File: config.mk
export PLATFORM = sky130hd
export DESIGN_NAME = inject_queue
export DESIGN_NICKNAME = d
export VERILOG_FILES = /design/src/rtl/inject_queue.sv
export SDC_FILE = /design/constraint.sdc
export NUM_CORES = 1
export LEC_CHECK = 0
export BUFFER_PORTS_ARGS = -buffer_cell sky130_fd_sc_hd__buf_2
export CAP_MARGIN = 10
export CORE_AREA = 2 2 68 70
export DETAILED_ROUTE_END_ITERATION = 8
export DIE_AREA = 0 0 70 72
export PLACE_DENSITY = 0.67
export SLEW_MARGIN = 20
export SYNTH_ARGS = -nofsm -noshare
export SYNTH_HDL_FRONTEND = slang
export SYNTH_SLANG_ARGS = --single-unit
File: constraint.sdc
create_clock -name clk -period 2.54 [get_ports clk]
set_input_delay 0.254 -clock clk [delete_from_list [all_inputs] [get_ports clk]]
set_output_delay 0.254 -clock clk [all_outputs]
set_load 0.01 [all_outputs]
File: src/rtl/inject_queue.sv
// Injection queue between a processing element and the router injection stage.
// Show-ahead, one cycle from PE to localad; pe_ready drops only when full, from registered state.
module inject_queue #(
    parameter int         DEPTH     = 4,
    parameter logic [2:0] LOCAL_ROW = 3'b100,
    parameter logic [2:0] LOCAL_COL = 3'b100
) (
    input  logic                     clk,
    input  logic                     reset,
    input  logic [9:0]               pe_flit,
    input  logic                     pe_valid,
    output logic                     pe_ready,
    output logic [9:0]               localad,
    output logic                     local_valid,
    input  logic                     inj_taken,
    output logic [$clog2(DEPTH):0]   count,
    output logic [7:0]               stall_cnt,
    output logic                     overflow,
    output logic                     self_drop
);

    localparam int AW = $clog2(DEPTH);
    localparam int CW = AW + 1;

    logic [9:0]    mem_q [DEPTH];
    logic [AW-1:0] wr_ptr_q, wr_ptr_d;
    logic [AW-1:0] rd_ptr_q, rd_ptr_d;
    logic [CW-1:0] count_q, count_d;
    logic [7:0]    stall_q, stall_d;
    logic          overflow_q, overflow_d;
    logic          self_drop_q, self_drop_d;

    logic          dest_self;
    logic          accept;
    logic          push;
    logic          pop;

    assign pe_ready    = (count_q != CW'(DEPTH));
    assign local_valid = (count_q != '0);
    assign localad     = local_valid ? mem_q[rd_ptr_q] : 10'b0;
    assign count       = count_q;
    assign stall_cnt   = stall_q;
    assign overflow    = overflow_q;
    assign self_drop   = self_drop_q;

    always_comb begin
        dest_self   = (pe_flit[5:3] == LOCAL_ROW) && (pe_flit[2:0] == LOCAL_COL);
        accept      = pe_valid && pe_ready;
        push        = accept && !dest_self;
        pop         = inj_taken && local_valid;

        wr_ptr_d    = wr_ptr_q;
        rd_ptr_d    = rd_ptr_q;
        count_d     = count_q;
        overflow_d  = overflow_q || (pe_valid && !pe_ready);
        self_drop_d = accept && dest_self;

        if (push) begin
            wr_ptr_d = wr_ptr_q + AW'(1);
        end
        if (pop) begin
            rd_ptr_d = rd_ptr_q + AW'(1);
        end
        case ({push, pop})
            2'b10:   count_d = count_q + CW'(1);
            2'b01:   count_d = count_q - CW'(1);
            default: count_d = count_q;
        endcase

        // Head wait time restarts whenever the head leaves or there is no head.
        if (!local_valid || pop) begin
            stall_d = 8'd0;
        end else if (stall_q != 8'hFF) begin
            stall_d = stall_q + 8'd1;
        end else begin
            stall_d = stall_q;
        end
    end

    always_ff @(posedge clk or posedge reset) begin
        if (reset) begin
            wr_ptr_q    <= '0;
            rd_ptr_q    <= '0;
            count_q     <= '0;
            stall_q     <= 8'd0;
            overflow_q  <= 1'b0;
            self_drop_q <= 1'b0;
        end else begin
            wr_ptr_q    <= wr_ptr_d;
            rd_ptr_q    <= rd_ptr_d;
            count_q     <= count_d;
            stall_q     <= stall_d;
            overflow_q  <= overflow_d;
            self_drop_q <= self_drop_d;
        end
    end

    // Direction bits are cleared; the injection stage assigns the output port.
    always_ff @(posedge clk) begin
        if (push) begin
            mem_q[wr_ptr_q] <= {1'b1, 3'b000, pe_flit[5:0]};
        end
    end

endmodule
==> impl_metrics.sql, run 1 <==
INSERT INTO impl_metrics (metric_group, metric, value, unit) VALUES
('status', 'status', 'complete, no violations', ''),
('clock_network', 'cts-root-to-sink-buffers', '2', ''),
('timing', 'timing.final.max_slew_violations', '0', ''),
('finish', 'finalNetCount', '191', ''),
('global_route', 'grt_pass1_vias', '1215', ''),
('die', 'core.rowCount', '24', ''),
('power', 'peakVddDrop', '523', 'µV'),
('route', 'drt_iter0_drc', '42', ''),
('route', 'drt.antenna.violating_nets', '0', ''),
('finish', 'multi_input_logic_area', '681', 'µm²'),
('synth', 'main_combinational_cell_family_by_area_after_synthesis', 'simple AND/OR/NAND/NOR gates', ''),
('synth', 'synth_xor_xnor_area_share', '2.77', '%'),
('global_route', 'grtUsageTotal', '14.6', '%'),
('worst_setup_path', 'endpoint_kind', 'flop', ''),
('route', 'via_per_inst', '5.17', ''),
('synth', 'synthesis.instances', '135', ''),
('synth', 'synthesis.area_per_instance', '14.0', 'µm²'),
('synth', 'yosys_warnings', '0', ''),
('worst_setup_path', 'worstRegToRegCells', '9', ''),
('clock_network', 'clkLatencyLatePin', '0.29', 'ns'),
('synth', 'ys_seq_elements', '41', ''),
('timing', 'timing.final.setup_violations', '0', ''),
('clock_network', 'cts_resized', '0', ''),
('die', 'initial_utilization', '44.5', '%'),
('finish', 'regArea', '1150', 'µm²'),
('place', 'dpl.cell_count', '215', ''),
('clock_network', 'cts_post_setup_buffers_inserted', '0', ''),
('die', 'die_area', '5040', 'µm²'),
('worst_setup_path', 'reg2reg_slack', '0.28', 'ns'),
('synth', 'synth_simple_gate_area_share', '13.0', '%'),
('worst_setup_path', 'crit_type', 'reg -> reg', ''),
('worst_setup_path', 'cpMaxStageDelayCell', 'sky130_fd_sc_hd__or3b_2', ''),
('place', 'hpwlAfterDp', '2410', 'µm'),
('die', 'boundaryPins', '39', ''),
('hold_path', 'timing.hold.worst.class', 'in -> async', ''),
('place', 'port_buffers', '31', ''),
('worst_setup_path', 'setup.worst_path.start_class', 'flop', ''),
('timing', 'worstMarginPinSlew', '0.660', 'ns'),
('synth', 'synth_sequential_area_ratio', '60.5', '%'),
('global_route', 'grt_pass1_wl', '5580', 'µm'),
('synth', 'number_of_enable_type_register_cells_in_the_synthesized_netlist', '24', ''),
('place', 'gp_congestion', '0.769', ''),
('clock_network', 'cts_tree', 'built', ''),
('clock_network', 'clk_sink_count', '41', ''),
('synth', 'dominantRegCellSynth', 'sky130_fd_sc_hd__edfxtp_1', ''),
('global_route', 'number_of_antenna_violations_at_the_first_check_in_global_routing', '0', ''),
('clock_network', 'worst_setup_hold_path_clk_slew', '0.07', 'ns'),
('die', 'chipWidth', '70', 'µm'),
('route', 'drt_pre_antenna_iters', '4', ''),
('global_route', 'largest_net_degree_at_the_start_of_global_routing', '18', ''),
('timing', 'skew', '0.00406', 'ns'),
('synth', 'post_synth_instance_area', '1900', 'µm²'),
('global_route', 'global_route.overflow_total', '0', ''),
('clock_network', 'cts-hold-fix-buffers', '0', ''),
('power', 'p_leak', '0.910', 'nW'),
('finish', 'layout.cells.most_common_list', '31 x sky130_fd_sc_hd__buf_2, 24 x sky130_fd_sc_hd__edfxtp_1, 17 x sky130_fd_sc_hd__dfrtp_1', ''),
('route', 'remaining_drc_errors', '0', ''),
('die', 'die_height', '72', 'µm'),
('worst_setup_path', 'timing.critical_path.max_delay_family', 'simple AND/OR/NAND/NOR gates', ''),
('timing', 'min_period', '2.26', 'ns'),
('finish', 'drive_above_1_share', '32.7', '%'),
('worst_setup_path', 'crit_cells', '9', ''),
('worst_setup_path', 'reg2reg_to', 'count[2]', ''),
('synth', 'synth_cell_type_count', '39', ''),
('synth', 'synth_compound_area_share', '5.48', '%'),
('synth', 'post_synth_fa_ha_maj_area_fraction', '5.02', '%'),
('timing', 'fin_crit_sh', '89.0', '%'),
('synth', 'synth_mux_area_share', '9.04', '%'),
('finish', 'area_growth_syn_to_layout', '15.1', '%'),
('die', 'design.core.area', '4260', 'µm²'),
('route', 'wl_per_cell', '14.6', 'µm');
worst max path at each step:
stage / start / endpoint / slack, ns
after floorplan: count[0] / count[2] / 0.29
after global placement: pe_flit[4] / count[2] / 0.13
after detailed placement: pe_flit[4] / count[2] / 0.11
after CTS: count[0] / count[2] / 0.27
after global routing: count[0] / count[2] / 0.13
final: count[0] / count[2] / 0.28
cells in the mapped netlist, drive strengths merged (2+ instances only):
master   n  area, µm²
mux4     6        135
xnor2    3       26.3
ha       6       75.1
nor2     4       15.0
a21oi    3       15.0
nor3     8       40.0
dfrtp   17        425
xor2     3       26.3
a211oi   2       15.0
edfxtp  24        721
a31oi    2       12.5
nand3    4       20.0
nand2    4       15.0
nand4    2       12.5
inv      8       30.0
mux2     2       26.3
buf      5       35.0
and3     3       18.8
and2    11       73.8
clkbuf   2       7.51
o311a    2       31.3
per-stage QoR:
stage	utilization (%)	area, µm²	hold slack [ns]	total power [mW]	setup slack [ns]
finish	51.2	2180	0.0437	2.18	0.279
global route	51.2	2180	0.109	2.35	0.127
CTS	51.2	2180	0.0587	2.22	0.268
detailed placement	49.1	2100	0.383	1.82	0.107
global placement	49.1	2100	0.370	1.78	0.134
floorplan	-	1900	0.180	1.56	0.288
power by group:
part	leakage [nW]	internal, mW	total (mW)	switching [mW]
Sequential	0.435	0.872	1.01	0.142
Clock	0.0439	0.189	0.402	0.213
Combinational	0.432	0.401	0.766	0.365
worst register-to-register path, stage by stage (launching register included):
cell,delay [ns]
sky130_fd_sc_hd__dfrtp_1,0.42
sky130_fd_sc_hd__or3b_2,0.52
sky130_fd_sc_hd__o311a_4,0.15
sky130_fd_sc_hd__inv_1,0.06
sky130_fd_sc_hd__ha_1,0.19
sky130_fd_sc_hd__inv_1,0.07
sky130_fd_sc_hd__fa_1,0.37
sky130_fd_sc_hd__xor2_1,0.15
sky130_fd_sc_hd__nor2_1,0.12
sky130_fd_sc_hd__xor2_1,0.14
logic make-up after synthesis:
group	count (synthesis)
xor+xnor	6
simple gates	42
compound gates	13
fa+ha+maj	7
other cells	1
flops	41
buf+inv	16
mux	9
layer usage:
layer  track usage [%]  vias to the layer above  part of all wire (%)
met5                 0                        -                     0
met4              6.41                        0                   1.8
met3              4.58                        6                   5.6
met2              24.1                       32                    49
met1              17.8                      558                    43
li1                  -                      557                     -
state kept, by name, summed over array words and instances, names as in the netlist:
signal / count
count: 3
mem_q: 24
overflow: 1
rd_ptr_q: 2
self_drop: 1
stall_cnt: 8
wr_ptr_q: 2
layout make-up:
type                            instances  share of cell area, %
Sequential cell                        41                   52.5
Timing Repair Buffer                   33                   7.80
Tap cell                               52                   2.98
Clock buffer                            5                   3.15
Inverter                                9                   1.55
Multi-Input combinational cell         80                   31.2
Clock inverter                          3                  0.803
Power figures use the tool's default switching activity.
==> run 2: changes to the inputs <==
- HOLD_SLACK_MARGIN: unset -> 0.08
- PLACE_DENSITY: 0.67 -> 0.69
- clock period: 2.54 -> 2.02 ns (I/O delays scaled with it)
==> impl_metrics.sql, run 2 (synthesized netlist as in run 1, its figures left out) <==
INSERT INTO impl_metrics (metric_group, metric, value, unit) VALUES
('worst_setup_path', 'r2r-start', 'count[1]', ''),
('clock_network', 'clkLatencyLatePin', '0.29', 'ns'),
('worst_setup_path', 'timing.critical_path.max_delay_family', 'simple AND/OR/NAND/NOR gates', ''),
('hold_path', 'whs_endpoint', 'mem_q[2][3]', ''),
('place', 'port_buffers', '31', ''),
('route', 'wl_per_cell', '15.1', 'µm'),
('place', 'dpl.cell_count', '223', ''),
('finish', 'finish.instance_area', '2280', 'µm²'),
('power', 'clock_power_share', '17.2', '%'),
('power', 'p_seq_share', '43.1', '%'),
('place', 'postPlaceCellArea', '2160', 'µm²'),
('hold_path', 'timing.hold.worst.class', 'in -> reg', ''),
('route', 'finalWirelength', '3500', 'µm'),
('route', 'route.vias.total', '1219', ''),
('clock_network', 'cts_root_buffer', 'sky130_fd_sc_hd__clkbuf_8', ''),
('timing', 'skew', '0.00703', 'ns'),
('finish', 'final_cell_count_no_fill', '232', ''),
('route', 'drt_iter0_drc', '90', ''),
('worst_setup_path', 'worst_path_max_fanout', '5', ''),
('power', 'peakVddDrop', '813', 'µV'),
('timing', 'finalHoldViolCount', '0', ''),
('job', 'max_cap_viol_count', '0', ''),
('timing', 'grt_setup_unrepaired', 'yes', ''),
('power', 'internal_power', '1.94', 'mW'),
('power', 'power_density', '1280', 'nW/µm²'),
('global_route', 'largest_net_degree_at_the_start_of_global_routing', '18', ''),
('power', 'totalPowerFinal', '2.91', 'mW'),
('global_route', 'number_of_antenna_violations_at_the_first_check_in_global_routing', '0', ''),
('power', 'combPwrFrac', '39.7', '%'),
('global_route', 'global_route.overflow_total', '0', ''),
('finish', 'multi_input_logic_area', '709', 'µm²'),
('global_route', 'grt_pass1_wl', '6000', 'µm'),
('worst_setup_path', 'critical_path_required', '2.24', 'ns'),
('worst_setup_path', 'worst-endpoint-arrival', '2.22', 'ns'),
('clock_network', 'number_of_buffers_added_by_the_clock_tree_synthesis_step', '5', ''),
('worst_setup_path', 'critical_path.max_stage_delay', '0.55', 'ns'),
('place', 'gp_congestion', '0.740', ''),
('route', 'via_per_inst', '5.25', ''),
('hold_path', 'hold_path_depth', '1', ''),
('clock_network', 'cts_tree', 'built', ''),
('timing', 'worstMarginPinSlew', '0.660', 'ns'),
('status', 'status', 'complete, no violations', ''),
('power', 'p_leak', '0.957', 'nW'),
('finish', 'number_of_flip_flops_under_the_largest_register_name', '24', ''),
('finish', 'most_common_cell_after_layout_fill_and_taps_aside', 'sky130_fd_sc_hd__buf_2', ''),
('hold_path', 'min-delay-start', 'pe_flit[3]', ''),
('clock_network', 'htree_levels', '2', ''),
('timing', 'whs', '0.140', 'ns'),
('power', 'p_sw', '0.972', 'mW'),
('worst_setup_path', 'crit_path_buffers_inverters', '3', ''),
('finish', 'num_antenna_cells', '0', ''),
('worst_setup_path', 'path_common_cell', 'sky130_fd_sc_hd__xor2_1', ''),
('clock_network', 'clk_sink_count', '41', ''),
('timing', 'maxClockFrequency', '499', 'MHz'),
('die', 'chipWidth', '70', 'µm'),
('worst_setup_path', 'endpoint_kind', 'flop', ''),
('finish', 'regArea', '1150', 'µm²'),
('clock_network', 'cts-root-to-sink-buffers', '2', ''),
('power', 'switch_share', '33.4', '%'),
('timing', 'timing.final.setup_violations', '0', ''),
('clock_network', 'worst_setup_hold_path_clk_slew', '0.08', 'ns'),
('worst_setup_path', 'worstRegToRegCells', '9', ''),
('route', 'drt.antenna.violating_nets', '0', ''),
('route', 'remaining_drc_errors', '0', ''),
('die', 'core.rowCount', '24', ''),
('finish', 'layout.cells.most_common_list', '31 x sky130_fd_sc_hd__buf_2, 24 x sky130_fd_sc_hd__edfxtp_1, 16 x sky130_fd_sc_hd__dfrtp_1', ''),
('worst_setup_path', 'reg2reg_to', 'count[2]', ''),
('global_route', 'grtUsageTotal', '15.7', '%'),
('place', 'hpwlAfterDp', '2590', 'µm'),
('finish', 'area_growth_syn_to_layout', '20.4', '%'),
('timing', 'max_slew_margin', '56.0', '%'),
('die', 'initial_utilization', '44.5', '%'),
('route', 'drt_pre_antenna_iters', '4', ''),
('timing', 'timing.final.max_slew_violations', '0', ''),
('die', 'die_area', '5040', 'µm²'),
('die', 'boundaryPins', '39', ''),
('worst_setup_path', 'cpMaxStageDelayCell', 'sky130_fd_sc_hd__or4b_4', ''),
('finish', 'drive_above_1_share', '38.9', '%'),
('worst_setup_path', 'worstPathCellList', 'buf_2, or4b_4, o311a_4, inv_4, ha_4, inv_2, fa_2, xor2_1, nor2_1, xor2_1', ''),
('worst_setup_path', 'reg2reg_slack', '0.02', 'ns'),
('finish', 'finalNetCount', '200', ''),
('finish', 'regMostFlops', 'mem_q', ''),
('finish', 'fillCellCount', '364', ''),
('global_route', 'grt_pass1_vias', '1237', ''),
('die', 'design.core.area', '4260', 'µm²'),
('timing', 'fin_crit_sh', '99.3', '%'),
('die', 'die_height', '72', 'µm'),
('worst_setup_path', 'crit_type', 'in -> reg', ''),
('timing', 'min_period', '2.00', 'ns'),
('worst_setup_path', 'setup.worst_path.start_class', 'primary input', '');
run 2: how the worst max path moves through the flow:
| stage | cells past startpoint | from | end | slack, ns |
|---|---|---|---|---|
| 2_1_floorplan | 9 | pe_flit[4] | count[2] | -0.15 |
| 3_3_place_gp | 10 | pe_flit[4] | count[2] | -0.26 |
| 3_5_place_dp | 10 | pe_flit[4] | count[2] | -0.33 |
| 4_1_cts | 9 | count[0] | count[2] | -0.02 |
| 5_1_grt | 9 | count[1] | count[2] | -0.09 |
| 6_report | 10 | pe_flit[4] | count[2] | 0.02 |
run 2: worst reg2reg max path, cell delays in order, from the launching register on:
cell                      delay, ns
sky130_fd_sc_hd__dfrtp_1       0.38
sky130_fd_sc_hd__or3b_4        0.40
sky130_fd_sc_hd__o311a_4       0.15
sky130_fd_sc_hd__inv_4         0.06
sky130_fd_sc_hd__ha_4          0.13
sky130_fd_sc_hd__inv_2         0.04
sky130_fd_sc_hd__fa_2          0.37
sky130_fd_sc_hd__xor2_1        0.14
sky130_fd_sc_hd__nor2_1        0.12
sky130_fd_sc_hd__xor2_1        0.14
run 2: stage by stage:
stage	setup slack (ns)	TNS (ns)	util (%)
after floorplan	-0.153	-0.253	-
after global placement	-0.265	-0.360	50.6
after detailed placement	-0.331	-0.446	50.6
after CTS	-0.0237	-0.0237	53.1
after global routing	-0.0906	-0.0906	53.5
final	0.0151	0	53.5
run 2: per-layer routing:
metal / track usage, % / vias to the layer above / part of all wire (%)
met5: 0 / - / 0
met4: 7.05 / 0 / 1.9
met3: 4.72 / 6 / 6.4
met2: 24.0 / 36 / 48
met1: 20.8 / 599 / 43
li1: - / 578 / -
run 2: what timing repair did:
item,in CTS,in global routing
buffers inserted,0,0
setup endpoints to repair,6,2
pin swaps,2,4
gates resized for setup,4,5
hold endpoints to repair,17,0
hold buffers,1,0
run 2: cell type report:
| class | instances | area share [%] |
|---|---|---|
| Sequential cell | 41 | 50.3 |
| Multi-Input combinational cell | 80 | 31.1 |
| Timing Repair Buffer | 42 | 10.5 |
| Clock buffer | 6 | 3.18 |
| Tap cell | 52 | 2.85 |
| Inverter | 9 | 1.64 |
| Clock inverter | 2 | 0.439 |
run 2: power by group through the flow:
stage / Sequential [mW] / Combinational [mW] / Clock [mW]
after floorplan: 1.23 / 0.737 / 0
after global placement: 1.26 / 1.08 / 0
after detailed placement: 1.28 / 1.12 / 0
after CTS: 1.26 / 1.14 / 0.521
after global routing: 1.29 / 1.28 / 0.562
final: 1.25 / 1.15 / 0.502
==> run 3: changes to the inputs <==
- CTS_BUF_LIST: unset -> sky130_fd_sc_hd__clkbuf_16
==> impl_metrics.sql, run 3 (synthesized netlist as in run 1, its figures left out) <==
INSERT INTO impl_metrics (metric_group, metric, value, unit) VALUES
('worst_setup_path', 'critical_path.max_stage_delay', '0.55', 'ns'),
('worst_setup_path', 'worst-endpoint-arrival', '2.16', 'ns'),
('finish', 'final_cell_count_no_fill', '233', ''),
('timing', 'worst_slack', '0.0630', 'ns'),
('route', 'route.vias.total', '1223', ''),
('worst_setup_path', 'setup.worst_path.start_class', 'primary input', ''),
('clock_network', 'cts_root_buffer', 'sky130_fd_sc_hd__clkbuf_16', ''),
('finish', 'most_common_cell_after_layout_fill_and_taps_aside', 'sky130_fd_sc_hd__buf_2', ''),
('global_route', 'grt_pass1_vias', '1254', ''),
('route', 'finalWirelength', '3520', 'µm'),
('global_route', 'global_route.overflow_total', '0', ''),
('power', 'p_sw', '1.01', 'mW'),
('worst_setup_path', 'crit_type', 'in -> reg', ''),
('die', 'boundaryPins', '39', ''),
('power', 'peakVddDrop', '839', 'µV'),
('power', 'p_seq_share', '39.8', '%'),
('power', 'switch_share', '31.9', '%'),
('route', 'wl_per_cell', '15.1', 'µm'),
('global_route', 'met1_usage', '21.1', '%'),
('power', 'clock_power_share', '23.6', '%'),
('finish', 'fillCellCount', '362', ''),
('finish', 'regArea', '1150', 'µm²'),
('timing', 'worstMarginPinSlew', '0.647', 'ns'),
('route', 'drt_pre_antenna_iters', '4', ''),
('timing', 'max_slew_margin', '56.8', '%'),
('timing', 'finalHoldViolCount', '0', ''),
('finish', 'layout.cells.most_common_list', '31 x sky130_fd_sc_hd__buf_2, 24 x sky130_fd_sc_hd__edfxtp_1, 16 x sky130_fd_sc_hd__dfrtp_1', ''),
('worst_setup_path', 'timing.critical_path.max_delay_family', 'simple AND/OR/NAND/NOR gates', ''),
('route', 'via_per_inst', '5.25', ''),
('hold_path', 'hold_path_depth', '1', ''),
('die', 'die_height', '72', 'µm'),
('global_route', 'grt_pass1_wl', '6020', 'µm'),
('global_route', 'grtUsageMet3', '5.42', '%'),
('die', 'chipWidth', '70', 'µm'),
('global_route', 'grtUsageTotal', '15.7', '%'),
('die', 'design.core.area', '4260', 'µm²'),
('worst_setup_path', 'worstRegToRegCells', '9', ''),
('finish', 'number_of_flip_flops_under_the_largest_register_name', '24', ''),
('route', 'remaining_drc_errors', '0', ''),
('worst_setup_path', 'crit_cells', '10', ''),
('clock_network', 'clk_sink_count', '41', ''),
('global_route', 'number_of_antenna_violations_at_the_first_check_in_global_routing', '0', ''),
('power', 'internal_power', '2.15', 'mW'),
('power', 'p_leak', '0.992', 'nW'),
('finish', 'drive_above_1_share', '39.2', '%'),
('place', 'port_buffers', '31', ''),
('place', 'gp_congestion', '0.740', ''),
('die', 'initial_utilization', '44.5', '%'),
('worst_setup_path', 'worst_path_max_fanout', '5', ''),
('power', 'combPwrFrac', '36.6', '%'),
('clock_network', 'clkLatencyLatePin', '0.28', 'ns'),
('timing', 'whs', '0.153', 'ns'),
('timing', 'timing.final.setup_violations', '0', ''),
('worst_setup_path', 'worstPathCellList', 'buf_2, or4b_4, o311a_4, inv_4, ha_4, inv_2, fa_2, xor2_1, nor2_1, xor2_1', ''),
('timing', 'timing.final.max_slew_violations', '0', ''),
('power', 'power_density', '1350', 'nW/µm²'),
('worst_setup_path', 'endpoint_kind', 'flop', ''),
('route', 'drt.antenna.violating_nets', '0', ''),
('route', 'drt_iter0_drc', '88', ''),
('timing', 'skew', '0.00732', 'ns'),
('timing', 'min_period', '1.96', 'ns'),
('finish', 'finalNetCount', '201', ''),
('finish', 'area_growth_syn_to_layout', '23.8', '%'),
('clock_network', 'cts_tree', 'built', ''),
('finish', 'multi_input_logic_area', '709', 'µm²'),
('finish', 'num_antenna_cells', '0', ''),
('worst_setup_path', 'path_common_cell', 'sky130_fd_sc_hd__xor2_1', ''),
('power', 'totalPowerFinal', '3.16', 'mW'),
('job', 'max_cap_viol_count', '0', ''),
('place', 'dp_slack', '-0.331', 'ns'),
('timing', 'maxClockFrequency', '511', 'MHz'),
('die', 'core.rowCount', '24', ''),
('finish', 'regMostFlops', 'mem_q', ''),
('hold_path', 'timing.hold.worst.class', 'in -> reg', ''),
('die', 'die_area', '5040', 'µm²'),
('finish', 'post-route-util', '55.0', '%'),
('global_route', 'met2_usage', '23.8', '%'),
('timing', 'fin_crit_sh', '96.9', '%'),
('timing', 'grt_setup_unrepaired', 'yes', ''),
('status', 'status', 'complete, no violations', ''),
('clock_network', 'cts-root-to-sink-buffers', '2', ''),
('worst_setup_path', 'critical_path_required', '2.22', 'ns'),
('global_route', 'grt-busiest-layer', 'met2', ''),
('worst_setup_path', 'cpMaxStageDelayCell', 'sky130_fd_sc_hd__or4b_4', ''),
('place', 'hpwlAfterDp', '2590', 'µm'),
('clock_network', 'number_of_buffers_added_by_the_clock_tree_synthesis_step', '5', ''),
('worst_setup_path', 'crit_path_buffers_inverters', '3', ''),
('global_route', 'largest_net_degree_at_the_start_of_global_routing', '18', ''),
('place', 'dpl.cell_count', '223', ''),
('clock_network', 'htree_levels', '2', ''),
('clock_network', 'worst_setup_hold_path_clk_slew', '0.06', 'ns');
## run 3: path summary, 6_finish.rpt
kind	from	end	slack [ns]
worst max-delay path	pe_flit[4]	count[2]	0.06
max in group asynchronous	reset	rd_ptr_q[0]	1.01
worst min-delay path	pe_flit[3]	mem_q[2][3]	0.15
worst max register to register	count[1]	count[2]	0.09
worst min register to register	overflow	overflow	0.47
min in group asynchronous	reset	stall_cnt[3]	0.55
## run 3: routing by layer
metal  vias to the layer above  routed length [µm]
li1                        581                   -
met1                       600                1590
met2                        38                1700
met3                         4                 204
met4                         0                  23
met5                         -                   0
## run 3: final cells by class
type                       instances  share of cell area, %
clock buffer                       5                   5.33
tap                               52                   2.77
multi-input combinational         80                   30.2
clock inverter                     3                  0.587
timing repair buffer              43                   10.6
inverter                           9                   1.60
sequential                        41                   48.9
## run 3: stage by stage
stage	area, µm²	TNS [ns]
6_report	2350	0
3_3_place_gp	2160	-0.360
3_5_place_dp	2160	-0.446
2_1_floorplan	1910	-0.253
4_1_cts	2330	0
5_1_grt	2350	-0.0279
## run 3: power by group through the flow
stage,Combinational (mW),Clock (mW),Sequential (mW)
after global routing,1.29,0.803,1.29
after detailed placement,1.12,0,1.28
final,1.16,0.745,1.26
after global placement,1.08,0,1.26
after CTS,1.15,0.760,1.27
after floorplan,0.737,0,1.23
## run 3: timing repair
action | CTS | global route
hold buffers | 1 | 0
endpoints found under the setup margin | 4 | 2
setup buffers | 1 | 0
hold endpoints to repair | 17 | 0
gates resized for setup | 5 | 4
pin swaps | 4 | 1
